[config.mk]
export PLATFORM = sky130hd
export DESIGN_NAME = uart_seg7_io
export DESIGN_NICKNAME = d
export VERILOG_FILES = /design/src/rtl/uart_seg7_pkg.sv /design/src/rtl/uart_seg7_io_hex_seg_decoder.sv /design/src/rtl/uart_seg7_io.sv
export SDC_FILE = /design/constraint.sdc
export NUM_CORES = 1
export LEC_CHECK = 0
export BUFFER_PORTS_ARGS = -buffer_cell sky130_fd_sc_hd__buf_4
export CAP_MARGIN = 20
export CORE_ASPECT_RATIO = 0.5
export CORE_MARGIN = 4
export CORE_UTILIZATION = 30
export CTS_BUF_LIST = sky130_fd_sc_hd__clkbuf_2
export CTS_CLUSTER_DIAMETER = 150
export DETAILED_ROUTE_END_ITERATION = 10
export GPL_TIMING_DRIVEN = 0
export HOLD_SLACK_MARGIN = 0.06
export PLACE_DENSITY = 0.53
export SYNTH_ARGS = -nofsm -noshare
export SYNTH_HDL_FRONTEND = slang
export SYNTH_HIERARCHICAL = 1
export SYNTH_SLANG_ARGS = --single-unit
[constraint.sdc]
create_clock -name clk -period 2.4 [get_ports clk]
set_clock_uncertainty 0.1 [all_clocks]
set_input_delay 0.48 -clock clk [delete_from_list [all_inputs] [get_ports clk]]
set_output_delay 0.48 -clock clk [all_outputs]
set_load 0.005 [all_outputs]
[src/rtl/uart_seg7_pkg.sv]
// Shared types, constants and helpers for the serial/display I/O block.
package uart_seg7_pkg;

  typedef enum logic [1:0] {IDLE, START, DATA, STOP} uart_state_t;

  // Active-high segments: bit0=a .. bit6=g, bit7=dp (always off)
  localparam logic [7:0] SEG_TABLE [16] = '{
    8'h3F, 8'h06, 8'h5B, 8'h4F, 8'h66, 8'h6D, 8'h7D, 8'h07,
    8'h7F, 8'h6F, 8'h77, 8'h7C, 8'h39, 8'h5E, 8'h79, 8'h71
  };

  function automatic int unsigned calc_bit_div(input int unsigned clk_freq,
                                               input int unsigned baud);
    return (clk_freq + baud / 2) / baud;
  endfunction

endpackage

[src/rtl/uart_seg7_io_hex_seg_decoder.sv]
// Combinational hex digit to 7-segment pattern lookup.
module hex_seg_decoder
  import uart_seg7_pkg::*;
(
  input  logic [3:0] hex,
  output logic [7:0] seg
);

  always_comb begin
    seg = SEG_TABLE[hex];
  end

endmodule

[src/rtl/uart_seg7_io.sv]
// 8N1 UART receiver and transmitter plus a dual hex-digit 7-segment decoder,
// all in the clk domain; rxd is synchronized before use.
module uart_seg7_io
  import uart_seg7_pkg::*;
#(
  parameter int unsigned CLK_FREQ = 11059200,
  parameter int unsigned BAUD     = 115200
) (
  input  logic       clk,
  input  logic       rst_n,
  input  logic       rxd,
  output logic [7:0] rx_data,
  output logic       rx_ready,
  output logic       rx_frame_err,
  output logic       txd,
  input  logic       tx_start,
  input  logic [7:0] tx_data,
  output logic       tx_busy,
  input  logic [7:0] seg_value,
  output logic [7:0] seg_lo,
  output logic [7:0] seg_hi
);

  localparam int unsigned BIT_DIV = calc_bit_div(CLK_FREQ, BAUD);
  localparam int unsigned CW      = $clog2(BIT_DIV);
  localparam logic [CW-1:0] DIV_LAST  = CW'(BIT_DIV - 1);
  localparam logic [CW-1:0] HALF_LAST = CW'(BIT_DIV / 2 - 1);

  if (BIT_DIV < 8) begin : g_bit_div_check
    $error("uart_seg7_io: BIT_DIV must be >= 8");
  end

  uart_state_t       tx_state;
  logic [CW-1:0]     tx_cnt;
  logic [2:0]        tx_bit;
  logic [7:0]        tx_shift;

  always_ff @(posedge clk or negedge rst_n) begin
    if (!rst_n) begin
      tx_state <= IDLE;
      tx_cnt   <= '0;
      tx_bit   <= '0;
      tx_shift <= '0;
      txd      <= 1'b1;
      tx_busy  <= 1'b0;
    end else begin
      case (tx_state)
        IDLE: if (tx_start) begin
          tx_shift <= tx_data;
          tx_cnt   <= '0;
          txd      <= 1'b0;
          tx_busy  <= 1'b1;
          tx_state <= START;
        end
        START: if (tx_cnt == DIV_LAST) begin
          tx_cnt   <= '0;
          tx_bit   <= '0;
          txd      <= tx_shift[0];
          tx_state <= DATA;
        end else tx_cnt <= tx_cnt + 1'b1;
        DATA: if (tx_cnt == DIV_LAST) begin
          tx_cnt   <= '0;
          tx_shift <= {1'b0, tx_shift[7:1]};
          tx_bit   <= tx_bit + 1'b1;
          if (tx_bit == 3'd7) begin
            txd      <= 1'b1;
            tx_state <= STOP;
          end else txd <= tx_shift[1];
        end else tx_cnt <= tx_cnt + 1'b1;
        // A held request chains straight into the next start bit
        STOP: if (tx_cnt == DIV_LAST) begin
          tx_cnt <= '0;
          if (tx_start) begin
            tx_shift <= tx_data;
            txd      <= 1'b0;
            tx_state <= START;
          end else begin
            tx_busy  <= 1'b0;
            tx_state <= IDLE;
          end
        end else tx_cnt <= tx_cnt + 1'b1;
        default: tx_state <= IDLE;
      endcase
    end
  end

  uart_state_t       rx_state;
  logic [CW-1:0]     rx_cnt;
  logic [2:0]        rx_bit;
  logic [7:0]        rx_shift;
  logic              rx_s1, rx_s2, rx_prev;

  // Start detection needs rx_prev high, so a line held low after a bad
  // stop bit cannot re-arm the receiver until it has returned high.
  always_ff @(posedge clk or negedge rst_n) begin
    if (!rst_n) begin
      rx_s1        <= 1'b1;
      rx_s2        <= 1'b1;
      rx_prev      <= 1'b1;
      rx_state     <= IDLE;
      rx_cnt       <= '0;
      rx_bit       <= '0;
      rx_shift     <= '0;
      rx_data      <= '0;
      rx_ready     <= 1'b0;
      rx_frame_err <= 1'b0;
    end else begin
      rx_s1        <= rxd;
      rx_s2        <= rx_s1;
      rx_prev      <= rx_s2;
      rx_ready     <= 1'b0;
      rx_frame_err <= 1'b0;
      case (rx_state)
        IDLE: if (rx_prev && !rx_s2) begin
          rx_cnt   <= '0;
          rx_state <= START;
        end
        START: if (rx_cnt == HALF_LAST) begin
          rx_cnt   <= '0;
          rx_bit   <= '0;
          rx_state <= rx_s2 ? IDLE : DATA;
        end else rx_cnt <= rx_cnt + 1'b1;
        DATA: if (rx_cnt == DIV_LAST) begin
          rx_cnt   <= '0;
          rx_shift <= {rx_s2, rx_shift[7:1]};
          rx_bit   <= rx_bit + 1'b1;
          if (rx_bit == 3'd7) rx_state <= STOP;
        end else rx_cnt <= rx_cnt + 1'b1;
        STOP: if (rx_cnt == DIV_LAST) begin
          rx_cnt <= '0;
          if (rx_s2) begin
            rx_data  <= rx_shift;
            rx_ready <= 1'b1;
          end else rx_frame_err <= 1'b1;
          rx_state <= IDLE;
        end else rx_cnt <= rx_cnt + 1'b1;
        default: rx_state <= IDLE;
      endcase
    end
  end

  hex_seg_decoder u_seg_lo (.hex(seg_value[3:0]), .seg(seg_lo));
  hex_seg_decoder u_seg_hi (.hex(seg_value[7:4]), .seg(seg_hi));

endmodule

-- Word-level counts from Yosys, hierarchy flattened
Memory sizes are Yosys's and may differ from the RTL's.
Index checks and enable logic that the tools add are counted.
- word-level logic and storage cells: 118
- output and inout port bits: 28
- ROM bits: 256
- memories: 2
- input port bits: 20
- flip-flop bits (word level): 55
- bitwise logic cells: 2
- muxes and demuxes: 51
- equality and inequality tests: 22
- reductions and logical operators: 19
- magnitude comparators: 2
- add/subtract/negate cells: 4
- memories (memory ; depth ; width ; rd ports ; clocked after Yosys merged registers in ; write ports ; line ; text):
    (no name shown) ; 16 ; 8 ; 1 ; 0 ; 0 ; uart_seg7_io_hex_seg_decoder.sv:10 ; seg = SEG_TABLE[hex];
    (no name shown) ; 16 ; 8 ; 1 ; 0 ; 0 ; uart_seg7_io_hex_seg_decoder.sv:10 ;
- operators by type and width (kind ; number):
    two-way mux 8 bit ; 7
    two-way mux 7 bit ; 5
    case mux 8 bit (3 select lines) ; 1
    two-way mux 2 bit ; 11
    != test 2 bit (second input constant) ; 11
    case mux 7 bit (3 select lines) ; 1
    case mux 2 bit (4 select lines) ; 2
    two-way mux 1 bit ; 15
    AND reduction 3 bit ; 5
    adder 7 x 1 -> 7 bit (second input constant) ; 2
    == test 7 bit (second input constant) ; 2
    case mux 7 bit (2 select lines) ; 1
    two-way mux 3 bit ; 4
    case mux 3 bit (2 select lines) ; 2
    greater-or-equal comparator 5 bit (second input constant) ; 2
    NOT 4 -> 5 bit ; 2
    AND reduction 5 bit ; 2
    == test 2 bit (second input constant) ; 4
    == test 7 x 6 -> 1 bit (second input constant) ; 1
    adder 3 x 1 -> 3 bit (second input constant) ; 2
    == test 3 bit (second input constant) ; 2
    nonzero test 2 bit ; 3
    == test 2 x 1 -> 1 bit (second input constant) ; 2
    logical NOT 2 bit ; 2
    9 further kinds ; 9

-- Longest topological paths before layout
Gate-level depths: netlist of run 1.
- depth after elaboration: 4
- gate-level depth with buffers: 8
- mapped depth without buffers: 6

-- By module
Netlist of run 1, hierarchy kept.
- by module, submodules not included (module ; seq. area each (µm²) ; instances ; area each (µm²) ; cells an instance):
    uart_seg7_io ; 1381.3 ; 1 ; 2693.8 ; 236
    hex_seg_decoder ; 0.0 ; 2 ; 301.5 ; 35

-- Worst setup path after synthesis of run 1
No wires, ideal clock.
- path type: register to register
- start point: reg tx_state[0]
- end point: reg tx_shift[0]
- library setup time: 0.125 ns
- buffers on the path: 1
- period minus slack after synthesis: 2.152 ns
- required time: 2.175 ns
- data arrival time: 1.927 ns
- cell stages (with the launch flop): 7
- path slack: 0.248 ns
- path through: dfrtp_1 > inv_1 > ha_1 > clkbuf_1 > or2_2 > a211oi_4 > mux2_2
- longest elaborated chain between the ends: 3
- elaborated cells on any way between the ends: 8
- those cells by class: 4 x eq/ne; 1 x mux; 3 x reduce/logical
- ends and longest elaborated chain (element ; line ; text):
    start: declaration ; uart_seg7_io.sv:33 ; uart_state_t tx_state;
    start signal: assignment ; uart_seg7_io.sv:40 ; tx_state <= IDLE;
    start signal: assignment ; uart_seg7_io.sv:53 ; tx_state <= START;
    start signal: assignment ; uart_seg7_io.sv:59 ; tx_state <= DATA;
    == test 2 bit / logical NOT 2 bit (equally long branches) ; uart_seg7_io.sv:47 ; case (tx_state)
    != test 2 bit (no source line) / nonzero test 3 bit (equally long branches) ; n/a ;
    AND reduction 3 bit (no source line) ; n/a ;
    end signal: assignment ; uart_seg7_io.sv:49 ; tx_shift <= tx_data;
    end signal: assignment ; uart_seg7_io.sv:63 ; tx_shift <= {1'b0, tx_shift[7:1]};
    end signal: assignment ; uart_seg7_io.sv:74 ; tx_shift <= tx_data;
    end: declaration ; uart_seg7_io.sv:36 ; logic [7:0] tx_shift;
Parallel ways exist; a longest one is shown, timed or not.
A chain may end at the register's enable or synchronous reset.

-- Worst setup path in the final report of run 1
- start point: in seg_value[1]
- end point: out seg_lo[3]
- longest elaborated chain between the ends: 4
- ends and longest elaborated chain (element ; line ; text):
    start: declaration ; uart_seg7_io.sv:19 ; input logic [7:0] seg_value,
    NOT 4 -> 5 bit (implied by the code) ; uart_seg7_io_hex_seg_decoder.sv:10 ;
    memory read (16 x 8 bit) ; n/a ;
    two-way mux 8 bit (implied by the code) (2 in a row) ; uart_seg7_io_hex_seg_decoder.sv:10 ;
    end: declaration ; uart_seg7_io.sv:20 ; output logic [7:0] seg_lo,
Every way passes these cells. The select of a mux whose other input is x is not followed.

==> run_results.csv, run 1 <==
group,metric,value,unit
outcome,outcome,"finished clean",
routing,wl,6560,um
die,dieArea,12800,sq um
routing,drc,0,
finish,final_nets,407,
clock_tree,cts_sinks,55,
sta,finalCritPeriodShare,0.941,
synthesis,yosysWarnings,6,
grt,grt_pass1_vias,2492,
place,place.gp.congestion,0.773,
synthesis,synth_edf_count,0,
die,die_h,82.1,um
synthesis,post_synth_num_cell_types,54,
finish,fin_area,3920,sq um
critical_path,path_cells,"buf_4 > inv_1 > ha_1 > inv_1 > mux4_1 > buf_4",
finish,num_antenna_cells,0,
power_and_ir_drop,power_switching,1.15,mW
critical_path,path_class,"in2out",
hold_path,hold_path.class,"in2reg",
routing,drt_iter0_markers,108,
critical_path,critPathTopFamily,"multiplexers",
die,rows,26,
finish,area_delta_synth_final,19.0,%
power_and_ir_drop,p_int,2.01,mW
critical_path,cp.arrival,1680,ps
finish,drive_above_1_share,0.323,
die,ios,48,
synthesis,syn_nets,352,
clock_tree,clkSlewWorstSetupHoldPaths,270,ps
power_and_ir_drop,power_frac_clock,0.153,
grt,grt_antenna_before_repair,0,
critical_path,startpoint_type,"input pin",
sta,final-hold-violation-count,0,
sta,worst_pin_slew,686,ps
sta,finalSetupViolations,0,
critical_path,crit_fanout,5,
sta,slew_violations,0,
die,core-area,10400,sq um
grt,track_usage,0.103,
critical_path,cpPeakStageDelay,480,ps
routing,wl_per_cell,13.1,um
die,die_w,156,um
routing,final_antenna_net_count,0,
synthesis,yosysSeqAreaShare,0.419,
sta,max_freq,443,MHz
critical_path,cp_slowest_cell,"mux4_1",
power_and_ir_drop,p_leak,1.82,nW
routing,drtPass1Iterations,5,
finish,final_util,0.376,
power_and_ir_drop,comb_power_share,0.425,
power_and_ir_drop,cellPowerDensity,807,nW/um^2
routing,routed_via_density,4.86,
clock_tree,clockBufferDepth,2,
clock_tree,cts_tree,"built",
synthesis,syn_inst,306,
place,hpwl,4980,um
clock_tree,htreeDepth,2,
synthesis,avgSynthCellArea,10.8,sq um
critical_path,critPathBufInv,4,
critical_path,cp.required,1820,ps
synthesis,ys.flop_type,"dfrtp_1",
clock_tree,numCtsBuffers,5,
synthesis,ys_async_sr_fraction,1.00,
die,start_util,0.316,
sta,slew_headroom,0.543,
synthesis,ys_ff_latch,55,
grt,grt_pass1_wl,11200,um
run,drv_cap,0,
power_and_ir_drop,total_power,3.16,mW
power_and_ir_drop,seqPwrFrac,0.422,
critical_path,worstSetupEndpointType,"output pin",
finish,nFillCells,1044,
sta,post-route-min-period,2260,ps
power_and_ir_drop,sw_frac_of_total,0.363,
routing,vias,2441,
power_and_ir_drop,ir_drop,0.000215,V
grt,grt_max_degree,56,
finish,layout_common_cells,"dfrtp_1 (50), buf_4 (47), mux2_2 (37), ha_1 (26), nand2_1 (22)",
place,io_buffer_count,45,
synthesis,synth.cell_area,3300,sq um
place,dpl_cell_area,3810,sq um
clock_tree,clk_latency,450,ps
sta,rsz0062_at_grt,"false",
grt,grt_overflow,0,
clock_tree,root_buffer,"clkbuf_2",
finish,final_common_cell,"dfrtp_1",
[kinds of logic (layout without fill, tap and decap cells)]
group                      Yosys count  count (layout)  synth area share
xor gates and xnor gates             5               5            0.0133
adders and majority gates           26              26            0.0987
DFF                                 55              55             0.419
AOI/OAI and AO/OA                   61              61             0.127
muxes                               46              46             0.167
other                                2               2           0.00228
buffers and inverters               32              88            0.0467
and+or+nand+nor                     79              79             0.126
[cell usage after synthesis (4+ instances only)]
library cell,instances,area [sq um]
o211ai_1,5,37.5
a21oi_1,13,65.1
clkbuf_1,6,22.5
dfstp_2,4,105
inv_1,18,67.6
dfrtp_1,51,1280
nor2b_1,5,31.3
nand3_1,7,35.0
nor2_1,14,52.6
nor3_1,8,40.0
o21a_1,5,37.5
mux2i_1,5,50.1
o21ai_0,14,70.1
mux2_2,37,417
ha_1,26,325
xnor2_1,4,35.0
nand2_1,22,82.6
[sequential cells by signal (all words and copies together) (netlist names), named ones only]
register	cells
rx_cnt	7
rx_s2	1
rx_s1	1
tx_bit	3
tx_state	2
txd	1
rx_state	1
rx_data	8
rx_prev	1
tx_busy	1
tx_cnt	7
rx_bit	3
tx_shift	8
rx_ready	1
rx_shift	8
rx_frame_err	1
[area by class of cell]
class                      count  area [sq um]  share of cell area
buffer                        14          87.6              0.0223
clock buffer                   5          25.0             0.00638
clock inverter                 3          46.3              0.0118
inverter                      18          67.6              0.0172
multi-input combinational    219          1760               0.449
sequential                    55          1380               0.352
tap                          140           175              0.0446
timing repair buffer          48           378              0.0963
[layer usage]
layer,track usage,up-vias,routed length (um)
met3,0.0167,10,291
met1,0.123,1202,2890
li1,-,1185,-
met4,0.0338,0,83
met5,0,-,0
met2,0.194,44,3290
[metrics by stage]
stage | TNS, ps | hold WS, ps | setup WS [ps] | instances
final | 0 | 272 | 143 | 502
after global routing | 0 | 225 | 40.9 | 502
after CTS | 0 | 239 | 11.1 | 502
after detailed placement | -52.1 | 248 | -10.4 | 491
after global placement | 0 | 250 | 58.0 | 491
after floorplan | 0 | 84.4 | 248 | 306
[worst reg2reg max path, cell delays in order (launching register included)]
cell	delay, ps
dfrtp_2	470
inv_1	110
ha_1	200
clkbuf_1	210
or2_2	360
a211oi_4	250
buf_12	160
mux2_2	330
[power groups by stage]
| stage | Sequential (mW) | Clock, mW | Combinational, mW |
|---|---|---|---|
| 2_1_floorplan | 1.31 | 0 | 0.986 |
| 3_3_place_gp | 1.34 | 0 | 1.24 |
| 3_5_place_dp | 1.35 | 0 | 1.30 |
| 4_1_cts | 1.33 | 0.508 | 1.36 |
| 5_1_grt | 1.37 | 0.549 | 1.51 |
| 6_report | 1.33 | 0.485 | 1.35 |
[path summary, 6_finish.rpt]
kind | startpoint | endpoint | slack (ps) | depth (start not counted)
worst max register to register | tx_state[0] | tx_shift[5] | 140 | 7
min in group asynchronous | rst_n | rx_cnt[6] | 470 | 2
worst min register to register | rx_s1 | rx_s2 | 280 | 0
max in group asynchronous | rst_n | tx_state[0] | 1230 | 2
worst min-delay path | tx_start | tx_state[0] | 270 | 3
worst max-delay path | seg_value[1] | seg_lo[3] | 140 | 6
[timing repair]
| item | 4_1_cts | 5_1_grt |
|---|---|---|
| resized for setup | 0 | 3 |
| endpoints found under the setup margin | 8 | 3 |
| pin swaps | 1 | 0 |
| endpoints found under the hold margin | 52 | 0 |
| setup buffers | 1 | 0 |
| hold buffers | 2 | 0 |
Note: power is estimated with default switching activity, not from simulation.
==> run 2: changes to the inputs <==
BUFFER_PORTS_ARGS = -buffer_cell sky130_fd_sc_hd__buf_2   (was -buffer_cell sky130_fd_sc_hd__buf_4)
==> run_results.csv, run 2 (synthesis gave the netlist of run 1 again) <==
group,metric,value,unit
grt,gr-usage-met3,0.0187,
place,dpl_cell_area,3720,sq um
critical_path,critPathTopFamily,"buffers and inverters",
place,dp_slack,-17.5,ps
grt,met2_usage,0.164,
die,core-area,10400,sq um
routing,wl,6100,um
clock_tree,clockBufferDepth,2,
routing,vias,2369,
power_and_ir_drop,ir_drop,0.000256,V
die,rows,26,
clock_tree,clkSlewWorstSetupHoldPaths,270,ps
sta,worst_pin_slew,528,ps
finish,final_common_cell,"dfrtp_1",
sta,rsz0062_at_grt,"false",
clock_tree,clk_latency,430,ps
critical_path,worstSetupEndpointType,"flop",
grt,grt_antenna_before_repair,0,
finish,final_nets,408,
grt,grt_pass1_vias,2256,
clock_tree,cts_tree,"built",
routing,drt_iter0_markers,175,
finish,area_delta_synth_final,15.3,%
critical_path,cp.required,2660,ps
sta,slew_headroom,0.647,
place,hpwl,4540,um
finish,num_antenna_cells,0,
clock_tree,numCtsBuffers,5,
critical_path,r2r_slack,140,ps
finish,drive_above_1_share,0.325,
power_and_ir_drop,p_leak,1.78,nW
sta,post-route-min-period,2260,ps
critical_path,path_class,"reg2reg",
critical_path,cpPeakStageDelay,470,ps
critical_path,cp.arrival,2520,ps
grt,grt_max_degree,40,
routing,drc,0,
die,die_w,156,um
sta,finalCritPeriodShare,0.941,
sta,final-hold-violation-count,0,
die,ios,48,
place,place.gp.congestion,0.751,
place,io_buffer_count,45,
grt,grt_pass1_wl,10500,um
clock_tree,cts_sinks,55,
critical_path,startpoint_type,"flop",
grt,grt_overflow,0,
die,start_util,0.316,
sta,worst_slack,143,ps
die,die_h,82.1,um
clock_tree,root_buffer,"clkbuf_2",
finish,top_regs,"rx_data x8, rx_shift x8, tx_shift x8",
power_and_ir_drop,cellPowerDensity,787,nW/um^2
sta,whs,278,ps
clock_tree,htreeDepth,2,
finish,fin_area,3800,sq um
critical_path,cp_slowest_cell,"dfrtp_2",
critical_path,critPathBufInv,3,
sta,slew_violations,0,
sta,max_freq,443,MHz
die,dieArea,12800,sq um
critical_path,path_cells,"inv_1 > ha_1 > clkbuf_1 > or2_2 > a211oi_4 > buf_12 > mux2_2",
grt,grt_busiest_layer,"met2",
outcome,outcome,"finished clean",
grt,track_usage,0.0980,
grt,grt_util_met1,0.130,
sta,finalSetupViolations,0,
critical_path,crit_fanout,9,
routing,wl_per_cell,12.1,um
finish,layout_common_cells,"dfrtp_1 (50), buf_2 (47), mux2_2 (37), ha_1 (26), nand2_1 (22)",
run,drv_cap,0,
routing,final_antenna_net_count,0,
routing,routed_via_density,4.71,
hold_path,hold_path.class,"reg2reg",
routing,drtPass1Iterations,4,
[run 2: routing by layer]
layer / vias to the layer above / routed length, um
met3: 8 / 264
met1: 1129 / 3020
li1: 1195 / -
met5: - / 0
met4: 0 / 77
met2: 37 / 2740
[run 2: power breakdown]
group          leakage [nW]  switching, mW  internal (mW)
clock                0.0290          0.289         0.0742
combinational          1.04          0.645          0.657
sequential            0.711          0.175           1.15
total                  1.78           1.11           1.88
[run 2: metrics by stage]
stage | setup TNS (ps) | power (mW) | cells | utilization
2_1_floorplan | 0 | 2.29 | 306 | -
3_3_place_gp | -89.2 | 2.59 | 491 | 0.354
3_5_place_dp | -109 | 2.61 | 492 | 0.356
4_1_cts | 0 | 3.04 | 503 | 0.364
5_1_grt | 0 | 3.27 | 503 | 0.364
6_report | 0 | 2.99 | 503 | 0.364
[run 2: final timing paths]
check                             from          end  cells past startpoint
max                        tx_state[0]  tx_shift[1]                      7
min                              rx_s1        rx_s2                      0
max reg2reg                tx_state[0]  tx_shift[1]                      7
min reg2reg                      rx_s1        rx_s2                      0
max in group asynchronous        rst_n          txd                      3
min in group asynchronous        rst_n    rx_cnt[0]                      2
[run 2: cell type report]
cell class,instances,area [sq um]
Fill cell,1026,6640
Inverter,18,67.6
Clock inverter,2,12.5
Multi-Input combinational cell,219,1760
Tap cell,140,175
Timing Repair Buffer,49,285
Sequential cell,55,1380
Clock buffer,6,30.0
Buffer,14,87.6
[run 2: what timing repair did]
| action | in CTS | in global routing |
|---|---|---|
| hold buffers | 2 | 0 |
| gates cloned | 0 | 0 |
| setup buffers | 1 | 0 |
| endpoints found under the hold margin | 17 | 0 |
| setup endpoints to repair | 8 | 9 |
| gates resized for setup | 1 | 1 |
| pin swaps | 1 | 0 |
==> run 3: changes to the inputs <==
PLACE_DENSITY = 0.46   (was 0.53)
==> run_results.csv, run 3 (synthesis gave the netlist of run 1 again) <==
group,metric,value,unit
power_and_ir_drop,power_switching,1.14,mW
critical_path,crit_fanout,9,
sta,finalCritPeriodShare,0.952,
critical_path,worstSetupEndpointType,"flop",
finish,layout_common_cells,"dfrtp_1 (51), buf_2 (47), mux2_2 (37), ha_1 (26), nand2_1 (22)",
power_and_ir_drop,sw_frac_of_total,0.365,
grt,grt_overflow,0,
finish,final_nets,408,
clock_tree,htreeDepth,2,
critical_path,r2r-start,"tx_state[0]",
critical_path,reg2reg_depth,7,
sta,slew_headroom,0.644,
grt,grt_antenna_before_repair,0,
outcome,outcome,"finished clean",
sta,tns,0,ps
clock_tree,cts_tree,"built",
power_and_ir_drop,comb_power_share,0.422,
routing,wl_per_cell,13.2,um
routing,final_antenna_net_count,0,
grt,grt_pass1_vias,2433,
power_and_ir_drop,ir_drop,0.000267,V
sta,post-route-min-period,2280,ps
place,io_buffer_count,45,
power_and_ir_drop,power_frac_clock,0.150,
die,rows,26,
routing,routed_via_density,4.82,
die,start_util,0.316,
die,ios,48,
finish,area_delta_synth_final,15.9,%
die,die_w,156,um
clock_tree,numCtsBuffers,5,
place,place.gp.congestion,0.814,
routing,met2WireLength,3200,um
finish,drive_above_1_share,0.320,
routing,wl_met1,3130,um
sta,finalSetupViolations,0,
critical_path,cp.arrival,2560,ps
routing,drc,0,
clock_tree,root_buffer,"clkbuf_2",
power_and_ir_drop,p_int,1.98,mW
finish,top_regs,"rx_data x8, rx_shift x8, tx_shift x8",
critical_path,r2r_end,"tx_shift[1]",
clock_tree,clk_latency,440,ps
run,drv_cap,0,
clock_tree,clockBufferDepth,2,
finish,final_common_cell,"dfrtp_1",
clock_tree,cts_sinks,55,
hold_path,hold_path.class,"in2reg",
finish,num_antenna_cells,0,
sta,worst_pin_slew,533,ps
power_and_ir_drop,p_leak,1.79,nW
place,hpwl,5010,um
power_and_ir_drop,total_power,3.12,mW
routing,vias,2423,
power_and_ir_drop,cellPowerDensity,817,nW/um^2
sta,final-hold-violation-count,0,
die,core-area,10400,sq um
grt,grt_pass1_wl,11400,um
critical_path,path_class,"reg2reg",
die,die_h,82.1,um
routing,drt_iter0_markers,117,
critical_path,r2r_slack,120,ps
hold_path,min-delay-start,"tx_data[5]",
critical_path,startpoint_type,"flop",
routing,wl,6660,um
sta,whs,262,ps
die,dieArea,12800,sq um
routing,wl_met3,279,um
clock_tree,clkSlewWorstSetupHoldPaths,290,ps
routing,highest_layer,"met4",
hold_path,hold_depth,3,
critical_path,cp.required,2680,ps
grt,track_usage,0.107,
grt,grt_max_degree,36,
sta,max_freq,438,MHz
hold_path,holdPathEnd,"tx_shift[5]",
sta,slew_violations,0,
sta,rsz0062_at_grt,"false",
power_and_ir_drop,seqPwrFrac,0.428,
routing,drtPass1Iterations,4,
[run 3: changes by cell type in the layout (fill, tap and decap cells not counted)]
cell | before | now
clkbuf_2 | 8 | 7
bufinv_16 | 0 | 1
dfrtp_1 | 50 | 51
clkinv_1 | 0 | 1
dfrtp_2 | 1 | 0
clkinvlp_4 | 1 | 0
[run 3: final cells by class]
cell class | instances | area, sq um
Buffer | 14 | 87.6
Clock buffer | 5 | 25.0
Clock inverter | 3 | 38.8
Fill cell | 1032 | 6620
Inverter | 18 | 67.6
Multi-Input combinational cell | 219 | 1760
Sequential cell | 55 | 1380
Tap cell | 140 | 175
Timing Repair Buffer | 49 | 285
[run 3: worst max-delay path by stage]
stage | start | endpoint | slack, ps | depth (start not counted)
global route | seg_value[1] | seg_lo[3] | 10 | 6
floorplan | tx_state[0] | tx_shift[0] | 250 | 6
detailed placement | tx_state[0] | tx_shift[1] | -8 | 6
CTS | tx_state[0] | tx_shift[4] | 20 | 6
global placement | tx_state[0] | tx_shift[7] | 20 | 6
finish | tx_state[0] | tx_shift[1] | 120 | 7
[run 3: worst max-delay path, stage by stage (launching register included)]
cell and delay, ps:
dfrtp_1 500, inv_1 130, ha_1 210, clkbuf_1 210
or2_2 350, a211oi_4 240, buf_12 160, mux2_2 330
[run 3: metal layers]
| layer | track usage | up-vias |
|---|---|---|
| met5 | 0 | - |
| met2 | 0.196 | 37 |
| met4 | 0.0303 | 0 |
| met1 | 0.131 | 1189 |
| li1 | - | 1195 |
| met3 | 0.0198 | 2 |
[run 3: power groups by stage]
stage | Combinational [mW] | Sequential (mW) | Clock [mW]
after detailed placement | 1.28 | 1.35 | 0
after CTS | 1.33 | 1.34 | 0.490
after global routing | 1.47 | 1.37 | 0.524
final | 1.32 | 1.34 | 0.469
after global placement | 1.24 | 1.34 | 0
after floorplan | 0.986 | 1.31 | 0
[run 3: per-stage QoR]
step	util	worst slack [ps]	cells	instance area, sq um
after floorplan	-	248	306	3300
after global routing	0.366	14.2	503	3820
final	0.366	116	503	3820
after CTS	0.366	15.6	503	3820
after detailed placement	0.356	-8.50	492	3720
after global placement	0.354	16.0	491	3700
[run 3: repair_timing]
action | CTS | global route
buffers inserted | 1 | 0
resized for setup | 0 | 2
pin swaps | 1 | 0
setup endpoints to repair | 8 | 7
hold buffers | 2 | 0
endpoints found under the hold margin | 20 | 0
